===== config.mk =====
export PLATFORM = sky130hd
export DESIGN_NAME = splitter
export DESIGN_NICKNAME = d
export VERILOG_FILES = /design/src/rtl/combiner_pkg.sv /design/src/rtl/splitter_byte_fifo.sv /design/src/rtl/splitter.sv
export SDC_FILE = /design/constraint.sdc
export NUM_CORES = 1
export LEC_CHECK = 0
export BUFFER_PORTS_ARGS = -buffer_cell sky130_fd_sc_hd__buf_2
export CAP_MARGIN = 30
export CORE_UTILIZATION = 52
export CTS_BUF_LIST = sky130_fd_sc_hd__clkbuf_2 sky130_fd_sc_hd__clkbuf_4 sky130_fd_sc_hd__clkbuf_8
export CTS_CLUSTER_DIAMETER = 120
export CTS_CLUSTER_SIZE = 24
export DETAILED_ROUTE_END_ITERATION = 10
export GPL_TIMING_DRIVEN = 1
export HOLD_SLACK_MARGIN = 0.1
export PLACE_DENSITY = 0.75
export SLEW_MARGIN = 30
export SYNTH_ARGS = -nofsm -noshare
export SYNTH_HDL_FRONTEND = slang
export SYNTH_SLANG_ARGS = --single-unit

===== constraint.sdc =====
create_clock -name clk -period 3 [get_ports clk]
set_clock_uncertainty 0.15 [all_clocks]
set_input_delay 0.15 -clock clk [delete_from_list [all_inputs] [get_ports clk]]
set_output_delay 0.15 -clock clk [all_outputs]
set_load 0.01 [all_outputs]

===== src/rtl/combiner_pkg.sv =====
// -----------------------------------------------------------------------------
// combiner_pkg
// Line-code timing constants shared by the combiner (transmit) and the
// splitter (receive), the splitter state encoding and a small window helper.
//
// Line code: idle high. Every bit is one low pulse followed by a high gap.
//   short low pulse -> bit 1, long low pulse -> bit 0.
// A high run of IDLE_LEN clocks ends a frame.
// -----------------------------------------------------------------------------
package combiner_pkg;

    // Nominal periods produced by the combiner, in clk cycles.
    localparam int START_LOW_CLKS = 6;   // first pulse of a frame is an ordinary bit
    localparam int ONE_LOW_CLKS   = 6;   // low time of a 1
    localparam int ZERO_LOW_CLKS  = 17;  // low time of a 0
    localparam int BIT_HIGH_CLKS  = 21;  // high gap between bits
    localparam int STOP_HIGH_CLKS = 50;  // high time after the last bit of a frame

    // Default receive windows; wide enough to absorb synchroniser jitter.
    localparam int DEF_SHORT_MIN = 4;
    localparam int DEF_SHORT_MAX = 9;
    localparam int DEF_LONG_MIN  = 13;
    localparam int DEF_LONG_MAX  = 22;
    localparam int DEF_IDLE_LEN  = 40;

    typedef enum logic [1:0] {
        SPL_IDLE   = 2'd0,
        SPL_LOW    = 2'd1,
        SPL_HIGH   = 2'd2,
        SPL_RESYNC = 2'd3
    } splitter_state_t;

    // Inclusive range test on a run length.
    function automatic logic in_window(input int cnt, input int lo, input int hi);
        return (cnt >= lo) && (cnt <= hi);
    endfunction

endpackage


===== src/rtl/splitter_byte_fifo.sv =====
// -----------------------------------------------------------------------------
// byte_fifo
// Synchronous byte FIFO, no fall-through: a byte written into an empty FIFO
// becomes visible on dout the cycle after the push.
// A push is accepted when the FIFO is not full, or when a pop happens in the
// same cycle (the slot being freed is reused). A push that is not accepted is
// silently dropped here; the parent decides how to flag it.
//
// Parameters
//   DEPTH  entries, power of two, >= 2
// Ports
//   clk, rst  clock, asynchronous active-high reset
//   push, din write request and data
//   pop       read request (ignored when empty)
//   dout      head entry (0 after reset)
//   full      level == DEPTH
//   empty     level == 0
//   level     entries held
// -----------------------------------------------------------------------------
module byte_fifo #(
    parameter int DEPTH = 4
) (
    input  logic                       clk,
    input  logic                       rst,
    input  logic                       push,
    input  logic                       pop,
    input  logic [7:0]                 din,
    output logic [7:0]                 dout,
    output logic                       full,
    output logic                       empty,
    output logic [$clog2(DEPTH):0]     level
);

    localparam int AW = $clog2(DEPTH);

    logic [7:0]    mem_q [DEPTH];
    logic [AW-1:0] wr_ptr_q;
    logic [AW-1:0] rd_ptr_q;
    logic [AW:0]   cnt_q;

    logic do_push;
    logic do_pop;

    assign full    = (cnt_q == (AW+1)'(DEPTH));
    assign empty   = (cnt_q == '0);
    assign do_pop  = pop & ~empty;
    assign do_push = push & (~full | do_pop);

    assign dout  = mem_q[rd_ptr_q];
    assign level = cnt_q;

    always_ff @(posedge clk or posedge rst) begin
        if (rst) begin
            for (int i = 0; i < DEPTH; i++) begin
                mem_q[i] <= 8'h00;
            end
            wr_ptr_q <= '0;
            rd_ptr_q <= '0;
            cnt_q    <= '0;
        end else begin
            if (do_push) begin
                mem_q[wr_ptr_q] <= din;
                wr_ptr_q        <= wr_ptr_q + 1'b1;
            end
            if (do_pop) begin
                rd_ptr_q <= rd_ptr_q + 1'b1;
            end
            case ({do_push, do_pop})
                2'b10:   cnt_q <= cnt_q + 1'b1;
                2'b01:   cnt_q <= cnt_q - 1'b1;
                default: cnt_q <= cnt_q;
            endcase
        end
    end

endmodule


===== src/rtl/splitter.sv =====
// -----------------------------------------------------------------------------
// splitter
// Decodes the combiner's single-wire pulse-width line back into bytes.
// The line is synchronised, every low run is measured and classified
// (short -> 1, long -> 0), bits are assembled MSB-first and each completed
// byte is queued in a small FIFO behind a valid/ready port. Idle-high gaps
// delimit frames.
//
// Handshake: m_valid is high while the FIFO holds a byte; the head byte on
// m_data is consumed on every clock edge where m_valid & m_ready are both high.
// m_data is stable while m_valid is high and m_ready is low.
//
// Build option
//   SPLITTER_GLITCH_FILTER_EN  3-sample majority filter after the synchroniser
//                              (removes single-cycle glitches, +2 clk latency)
//
// Ports
//   clk, rst     clock, asynchronous active-high reset
//   sg_in        encoded line, idle high, asynchronous to clk
//   m_data       FIFO head byte
//   m_valid      FIFO non-empty
//   m_ready      consumer ready
//   fifo_level   bytes queued
//   frame_start  pulse: first falling edge after idle
//   frame_end    pulse: idle gap reached inside a frame
//   sym_err      pulse: low run outside both windows
//   frame_err    pulse: frame ended with a partial byte
//   ovf          sticky: byte dropped on full FIFO (cleared by rst only)
//   busy         decoder not in IDLE
// -----------------------------------------------------------------------------
module splitter
    import combiner_pkg::*;
#(
    parameter int SHORT_MIN  = DEF_SHORT_MIN,
    parameter int SHORT_MAX  = DEF_SHORT_MAX,
    parameter int LONG_MIN   = DEF_LONG_MIN,
    parameter int LONG_MAX   = DEF_LONG_MAX,
    parameter int IDLE_LEN   = DEF_IDLE_LEN,
    parameter int FIFO_DEPTH = 4,
    parameter int CNT_W      = 8
) (
    input  logic                          clk,
    input  logic                          rst,
    input  logic                          sg_in,
    output logic [7:0]                    m_data,
    output logic                          m_valid,
    input  logic                          m_ready,
    output logic [$clog2(FIFO_DEPTH):0]   fifo_level,
    output logic                          frame_start,
    output logic                          frame_end,
    output logic                          sym_err,
    output logic                          frame_err,
    output logic                          ovf,
    output logic                          busy
);

    // ---------------------------------------------------------------- input
    logic sync1_q, sync2_q;
    logic line;       // synchronised (and optionally filtered) line
    logic line_d_q;   // one-cycle delayed copy for edge detection

    always_ff @(posedge clk or posedge rst) begin
        if (rst) begin
            sync1_q <= 1'b1;
            sync2_q <= 1'b1;
        end else begin
            sync1_q <= sg_in;
            sync2_q <= sync1_q;
        end
    end

`ifdef SPLITTER_GLITCH_FILTER_EN
    logic tap1_q, tap2_q, filt_q;

    // Majority of the current and two previous samples, registered.
    always_ff @(posedge clk or posedge rst) begin
        if (rst) begin
            tap1_q <= 1'b1;
            tap2_q <= 1'b1;
            filt_q <= 1'b1;
        end else begin
            tap1_q <= sync2_q;
            tap2_q <= tap1_q;
            filt_q <= (sync2_q & tap1_q) | (sync2_q & tap2_q) | (tap1_q & tap2_q);
        end
    end

    assign line = filt_q;
`else
    assign line = sync2_q;
`endif

    always_ff @(posedge clk or posedge rst) begin
        if (rst) begin
            line_d_q <= 1'b1;
        end else begin
            line_d_q <= line;
        end
    end

    logic fall, rise;
    assign fall = line_d_q & ~line;
    assign rise = ~line_d_q & line;

    // ---------------------------------------------------------------- decoder
    splitter_state_t state_q, state_d;
    logic [CNT_W-1:0] low_cnt_q, low_cnt_d;
    logic [CNT_W-1:0] high_cnt_q, high_cnt_d;
    logic [2:0]       bit_idx_q, bit_idx_d;
    logic [7:0]       shift_q, shift_d;
    logic             push_q, push_d;
    logic [7:0]       push_data_q, push_data_d;
    logic             fs_q, fs_d;
    logic             fe_q, fe_d;
    logic             se_q, se_d;
    logic             ferr_q, ferr_d;
    logic             ovf_q;

    logic is_one, is_zero;
    assign is_one  = in_window(int'(low_cnt_q), SHORT_MIN, SHORT_MAX);
    assign is_zero = in_window(int'(low_cnt_q), LONG_MIN, LONG_MAX);

    localparam logic [CNT_W-1:0] IDLE_CNT = CNT_W'(IDLE_LEN);
    localparam logic [CNT_W-1:0] CNT_MAX  = '1;

    always_comb begin
        state_d     = state_q;
        low_cnt_d   = low_cnt_q;
        high_cnt_d  = high_cnt_q;
        bit_idx_d   = bit_idx_q;
        shift_d     = shift_q;
        push_d      = 1'b0;
        push_data_d = push_data_q;
        fs_d        = 1'b0;
        fe_d        = 1'b0;
        se_d        = 1'b0;
        ferr_d      = 1'b0;

        case (state_q)
            SPL_IDLE: begin
                if (fall) begin
                    state_d   = SPL_LOW;
                    low_cnt_d = CNT_W'(1);
                    fs_d      = 1'b1;
                    bit_idx_d = 3'd0;
                    shift_d   = 8'h00;
                end
            end

            SPL_LOW: begin
                if (rise) begin
                    if (is_one || is_zero) begin
                        shift_d    = {shift_q[6:0], is_one};
                        bit_idx_d  = bit_idx_q + 3'd1;   // wraps to 0 after the 8th bit
                        if (bit_idx_q == 3'd7) begin
                            push_d      = 1'b1;
                            push_data_d = {shift_q[6:0], is_one};
                        end
                        state_d    = SPL_HIGH;
                        high_cnt_d = CNT_W'(1);
                    end else begin
                        se_d       = 1'b1;
                        bit_idx_d  = 3'd0;
                        shift_d    = 8'h00;
                        state_d    = SPL_RESYNC;
                        high_cnt_d = CNT_W'(1);
                    end
                end else if (low_cnt_q != CNT_MAX) begin
                    low_cnt_d = low_cnt_q + 1'b1;
                end
            end

            SPL_HIGH: begin
                // A falling edge wins over the idle check: the frame goes on.
                if (fall) begin
                    state_d   = SPL_LOW;
                    low_cnt_d = CNT_W'(1);
                end else if (high_cnt_q == IDLE_CNT) begin
                    fe_d    = 1'b1;
                    state_d = SPL_IDLE;
                    if (bit_idx_q != 3'd0) begin
                        ferr_d    = 1'b1;
                        bit_idx_d = 3'd0;
                        shift_d   = 8'h00;
                    end
                end else if (high_cnt_q != CNT_MAX) begin
                    high_cnt_d = high_cnt_q + 1'b1;
                end
            end

            SPL_RESYNC: begin
                // Only an unbroken high run of IDLE_LEN releases the decoder;
                // low time does not count towards it.
                if (fall) begin
                    high_cnt_d = '0;
                end else if (high_cnt_q == IDLE_CNT) begin
                    state_d = SPL_IDLE;
                end else if (line && (high_cnt_q != CNT_MAX)) begin
                    high_cnt_d = high_cnt_q + 1'b1;
                end
            end

            default: begin
                state_d = SPL_IDLE;
            end
        endcase
    end

    always_ff @(posedge clk or posedge rst) begin
        if (rst) begin
            state_q     <= SPL_IDLE;
            low_cnt_q   <= '0;
            high_cnt_q  <= '0;
            bit_idx_q   <= 3'd0;
            shift_q     <= 8'h00;
            push_q      <= 1'b0;
            push_data_q <= 8'h00;
            fs_q        <= 1'b0;
            fe_q        <= 1'b0;
            se_q        <= 1'b0;
            ferr_q      <= 1'b0;
        end else begin
            state_q     <= state_d;
            low_cnt_q   <= low_cnt_d;
            high_cnt_q  <= high_cnt_d;
            bit_idx_q   <= bit_idx_d;
            shift_q     <= shift_d;
            push_q      <= push_d;
            push_data_q <= push_data_d;
            fs_q        <= fs_d;
            fe_q        <= fe_d;
            se_q        <= se_d;
            ferr_q      <= ferr_d;
        end
    end

    // ---------------------------------------------------------------- FIFO
    logic fifo_full, fifo_empty, pop;

    assign pop = ~fifo_empty & m_ready;

    byte_fifo #(
        .DEPTH (FIFO_DEPTH)
    ) u_fifo (
        .clk   (clk),
        .rst   (rst),
        .push  (push_q),
        .pop   (pop),
        .din   (push_data_q),
        .dout  (m_data),
        .full  (fifo_full),
        .empty (fifo_empty),
        .level (fifo_level)
    );

    // A pop in the same cycle frees a slot, so only a push at full without
    // a pop loses a byte.
    always_ff @(posedge clk or posedge rst) begin
        if (rst) begin
            ovf_q <= 1'b0;
        end else if (push_q && fifo_full && !pop) begin
            ovf_q <= 1'b1;
        end
    end

    assign m_valid     = ~fifo_empty;
    assign frame_start = fs_q;
    assign frame_end   = fe_q;
    assign sym_err     = se_q;
    assign frame_err   = ferr_q;
    assign ovf         = ovf_q;
    assign busy        = (state_q != SPL_IDLE);

endmodule


==> results of run 1 <==
-- power groups by stage --
stage	Sequential [W]	Clock (W)	Combinational, W
after global placement	0.00140	0	0.000554
after CTS	0.00138	0.000804	0.000577
after floorplan	0.00131	0	0.000551
final	0.00138	0.000784	0.000575
after global routing	0.00140	0.000851	0.000657
after detailed placement	0.00140	0	0.000573
-- stage by stage --
step	setup WS, ps	instance area [sq um]	total power (W)
3_5_place_dp	627	4250	0.00197
4_1_cts	624	4460	0.00276
2_1_floorplan	540	4070	0.00186
6_report	633	4480	0.00274
3_3_place_gp	737	4250	0.00195
5_1_grt	369	4480	0.00291
-- Yosys cell counts (6+ instances only) --
master | number | area share
dfrtp_1 | 81 | 0.50
mux2_2 | 40 | 0.11
inv_1 | 18 | 0.017
nand2_1 | 15 | 0.014
ha_1 | 14 | 0.043
o21ai_0 | 11 | 0.014
a21oi_1 | 10 | 0.012
nand3_1 | 9 | 0.011
mux4_2 | 8 | 0.044
o211ai_1 | 8 | 0.015
a22o_2 | 7 | 0.017
a31oi_1 | 6 | 0.0092
nand2b_1 | 6 | 0.0092
nor2_1 | 6 | 0.0055
-- metal layers --
layer / up-vias / track usage
met5: - / 0
met1: 1274 / 0.257
met2: 32 / 0.299
li1: 1232 / -
met4: 0 / 0.0511
met3: 7 / 0.0362
-- worst paths after layout --
| check | startpoint | to | slack [ps] | depth (start not counted) |
|---|---|---|---|---|
| max in group asynchronous | rst | u_fifo.mem_q[28] | 1840 | 5 |
| min in group clk | sync1_q | line | 210 | 0 |
| setup reg to reg | u_fifo.level[0] | u_fifo.level[2] | 630 | 9 |
| hold / removal | rst | u_fifo.level[1] | 110 | 3 |
| setup / recovery | u_fifo.level[0] | u_fifo.level[2] | 630 | 9 |
| hold reg to reg | sync1_q | line | 210 | 0 |
-- area by class of cell --
type / count / area, sq um
tap: 99 / 124
inverter: 18 / 68.8
clock inverter: 6 / 65.1
multi-input combinational: 208 / 1830
sequential: 84 / 2110
fill: 580 / 2920
clock buffer: 9 / 124
timing repair buffer: 27 / 170
-- flip-flops by register name (all words and copies together) (netlist names) --
name,cells
push_data_q,8
bit_idx_q,3
line_d_q,1
frame_end,1
line,1
u_fifo.mem_q,32
u_fifo.level,3
ovf,1
state_q,2
low_cnt_q,8
high_cnt_q,8
sym_err,1
frame_err,1
u_fifo.wr_ptr_q,2
frame_start,1
sync1_q,1
shift_q,7
push_q,1
u_fifo.rd_ptr_q,2
-- kinds of logic after synthesis --
| kind of cell | after synthesis | synth area share |
|---|---|---|
| AO/OA/AOI/OAI | 67 | 0.124 |
| XOR/XNOR | 8 | 0.0172 |
| adder cells (fa/ha/maj) | 15 | 0.0479 |
| buffers and inverters | 29 | 0.0341 |
| flip-flops | 84 | 0.517 |
| multiplexers | 49 | 0.157 |
| AND/OR/NAND/NOR | 69 | 0.102 |
-- worst max-delay path: stages, from the launching register on --
cell and delay, ps:
dfrtp_1 440, nor4b_1 410, nor2b_1 210, inv_1 90, ha_1 180, inv_1 60, fa_1 370, xor2_1 150
nor2_1 110, xor2_1 140
==> impl_metrics.toml, run 1 <==
[synthesis]
synth_warnings = 0
synth_ff_type = "dfrtp_1"
netlist_area_sq_um = 4070
async_reset_ff_frac = 1.00
synth_cell_types = 64
syn_inst = 321
synth.avg_cell_area_sq_um = 12.7
yosysSeqAreaShare = 0.517
synth_edf_count = 0
synth_fp_nets = 340
ys_seq_elements = 84

[timing]
final_max_slew_viol_count = 0
fmax_mhz = 423
worst_pin_slew_ps = 629
layout_min_cycle_time_ps = 2370
finalSetupTns_ps = 0
whs_ps = 106
relSlewSlack = 0.581
setup_violations = 0
hold_viol = 0
grt_setup_unrepaired = "false"
finalCritPeriodShare = 0.789

[global_route]
grt_max_degree = 52
first_global_vias = 2543
grt_antenna_before_repair = 0
grt_pass1_wl_microns = 12100
grt_use_total = 0.186
overflow = 0

[clock_network]
cts-resized-gates = 0
cts_buffer_depth = 2
cts_setup_buffers = 0
clk_pin_slew_worst_paths_ps = 80
clock-sinks = 84
cts_hold_buffers = 3
tritoncts = "yes"
cts_root_buf = "clkbuf_8"
numCtsBuffers = 9
clock_latency_ps = 340
htree_levels = 3

[placed_design]
gp_congestion = 0.821
placed_cells = 432
dpl.hpwl_microns = 4920
io_buffers = 21

[drt]
drtIter0Drc = 69
finalWirelength_microns = 6930
vias_per_cell = 5.64
route.top_layer_used = "met4"
vias = 2545
wl_met2_microns = 3360
wl_met1_microns = 3360
routedWlPerCell_microns = 15.4
wl_met3_microns = 149
postRouteAntennaNets = 0
dr.pass1.iters = 4
drc_errors = 0

[hold_path]
hold_class = "in2async"

[floorplan]
die_area_sq_um = 8190
core.rowCount = 31
coreArea_sq_um = 7410
start_util = 0.550
chipWidth_microns = 90.5
pin_count = 22
dieHeight_microns = 90.5

[power_and_ir_drop]
comb_power_share = 0.210
p_switching_w = 0.000888
internal_power_w = 0.00185
pwr_density_cell_nw_per_um2 = 611
p_sw_frac = 0.324
power.share.clock = 0.286
peakVddDrop_mv = 0.419
p_seq_frac = 0.504
p_leak_nw = 2.14

[setup_path]
start_kind = "flop"
path_class = "reg2reg"
critPathMaxFanout = 8
cp.required_ps = 3130
worstSetupEndpointType = "flop"
worst_ep_arrival_time_ps = 2490

[layout]
utilization = 0.605
nets = 367
drive_gt1_frac = 0.327
fin_cells = 451
area_delta_synth_final_pct = 10.1
layout_commonest_cell = "dfrtp_1"
diodes = 0
final_cell_mix = "81 x dfrtp_1, 40 x mux2_2, 21 x buf_2, 17 x inv_1, 15 x nand2_1"

[status]
status = "completed"

[flow_run]
cap_violations = 0
Note: power is estimated with default switching activity, not from simulation.
==> inputs of run 2 (changes only) <==
- clock period: 3 -> 2.3 ns (I/O delays scaled with it)
==> run 2 against run 1 <==
Die area stayed put. Cell area is 2.3% higher. Critical endpoint is now u_fifo.level[1]. Flip-flop and latch count stayed put. Maximum frequency is 7.2% higher. Largest cell class unchanged. Hold slack better by 100 ps. Sequential power is 29% higher.
==> impl_metrics.toml, run 2 (synthesis results as in run 1) <==
[timing]
worst_pin_slew_ps = 575
hold_viol = 0
final_max_slew_viol_count = 0
setup_violations = 0
finalCritPeriodShare = 0.959
relSlewSlack = 0.616
fmax_mhz = 453
whs_ps = 208
layout_min_cycle_time_ps = 2210
finalSetupTns_ps = 0

[power_and_ir_drop]
pwr_density_cell_nw_per_um2 = 804
p_sw_frac = 0.326
power.share.clock = 0.287
peakVddDrop_mv = 0.473
p_seq_frac = 0.482
comb_power_share = 0.231
p_leak_nw = 2.19
internal_power_w = 0.00248
p_switching_w = 0.00120

[floorplan]
dieHeight_microns = 90.5
die_area_sq_um = 8190
core.rowCount = 31
start_util = 0.550
chipWidth_microns = 90.5
coreArea_sq_um = 7410
pin_count = 22

[hold_path]
holdCritStartpoint = "sync1_q"
min_path_cells = 0
hold_class = "reg2reg"
min_to = "line"

[setup_path]
path_cells = "or3_1 > and2_1 > ha_1 > inv_1 > fa_1 > o21ai_0"
reg2reg_depth = 6
worst_ep_arrival_time_ps = 2330
timing.rr.end = "u_fifo.level[1]"
start_kind = "flop"
crit_path_max_incr_delay_ps = 450
crit_path_top_delay_cell = "dfrtp_2"
critPathBufInv = 1
cp.required_ps = 2420
critPathMaxFanout = 5
critPathTopFamily = "adder cells"
rrSetupSlack_ps = 90
crit_path_start = "u_fifo.level[1]"
rr_startpoint = "u_fifo.level[1]"
worstSetupEndpointType = "flop"
path_class = "reg2reg"

[drt]
finalWirelength_microns = 7380
vias = 2651
drtIter0Drc = 107
vias_per_cell = 5.74
dr.pass1.iters = 5
drc_errors = 0
postRouteAntennaNets = 0
routedWlPerCell_microns = 16.0

[clock_network]
clock-sinks = 84
htree_levels = 3
tritoncts = "yes"
cts_root_buf = "clkbuf_8"
numCtsBuffers = 9
cts_buffer_depth = 2
clock_latency_ps = 350
clk_pin_slew_worst_paths_ps = 90

[global_route]
grt_antenna_before_repair = 0
grt_use_total = 0.198
grt_max_degree = 85
overflow = 0
grt_pass1_wl_microns = 12800
first_global_vias = 2714

[placed_design]
dpl.hpwl_microns = 4910
io_buffers = 21
gp_congestion = 0.805

[layout]
ff_latch_area_sq_um = 2110
fillers = 580
diodes = 0
largest_register_ffs = 32
final_cell_mix = "79 x dfrtp_1, 40 x mux2_2, 21 x buf_2, 17 x inv_1, 15 x nand2_1"
layout_commonest_cell = "dfrtp_1"
top_register = "u_fifo.mem_q"
drive_gt1_frac = 0.355
nets = 377
multiInputGateArea_sq_um = 1840
area_delta_synth_final_pct = 12.7

[status]
status = "completed"

[flow_run]
cap_violations = 0
## run 2: cell count changes in the layout (fill, tap and decap cells not counted), sizes merged
| cell | change |
|---|---|
| buf | +10 |
| clkinv | -2 |
| clkinvlp | +1 |
| inv | +2 |
## run 2: power groups by stage
stage               sequential [W]  clock, W  combinational [W]
finish                     0.00178   0.00106           0.000851
detailed placement         0.00180         0           0.000842
floorplan                  0.00171         0           0.000720
CTS                        0.00177   0.00109           0.000854
global route               0.00181   0.00116           0.000964
global placement           0.00179         0           0.000822
## run 2: worst register-to-register path, stage by stage (launching register included)
cell     delay, ps
dfrtp_2        450
or3_1          380
and2_1         200
ha_1           240
inv_1           90
fa_1           440
o21ai_0        180
## run 2: area by class of cell
class | count | area share
repair buffers | 37 | 0.0534
flip-flops and latches | 84 | 0.460
inverters | 18 | 0.0155
clock inverters | 7 | 0.0161
clock buffers | 9 | 0.0270
multi-input cells | 208 | 0.401
well taps | 99 | 0.0270
## run 2: metal layers
layer  global-route usage  part of all wire
met5                    0                 0
met3               0.0362             0.026
met1                0.259              0.46
met4               0.0753             0.010
met2                0.328              0.50
## run 2: timing repair
action / CTS / global route
setup buffers: 0 / 2
setup endpoints to repair: 0 / 1
resized for setup: 0 / 4
hold buffers: 3 / 0
hold endpoints to repair: 88 / 0
## run 2: worst max-delay path by stage
stage	end	slack (ps)	depth (start not counted)
after CTS	u_fifo.level[2]	50	9
after global placement	u_fifo.level[2]	150	9
final	u_fifo.level[1]	90	6
after detailed placement	u_fifo.level[2]	50	9
after global routing	u_fifo.level[1]	-20	6
after floorplan	u_fifo.level[2]	10	10
## run 2: per-stage QoR
stage / cell area (sq um) / worst slack (ps) / total power, W / std cells / util
floorplan: 4080 / 10.1 / 0.00243 / 321 / -
global placement: 4330 / 147 / 0.00262 / 441 / 0.584
detailed placement: 4330 / 52.1 / 0.00264 / 441 / 0.584
finish: 4590 / 93.3 / 0.00369 / 462 / 0.619
CTS: 4560 / 46.4 / 0.00372 / 460 / 0.615
global route: 4590 / -18.1 / 0.00393 / 462 / 0.619
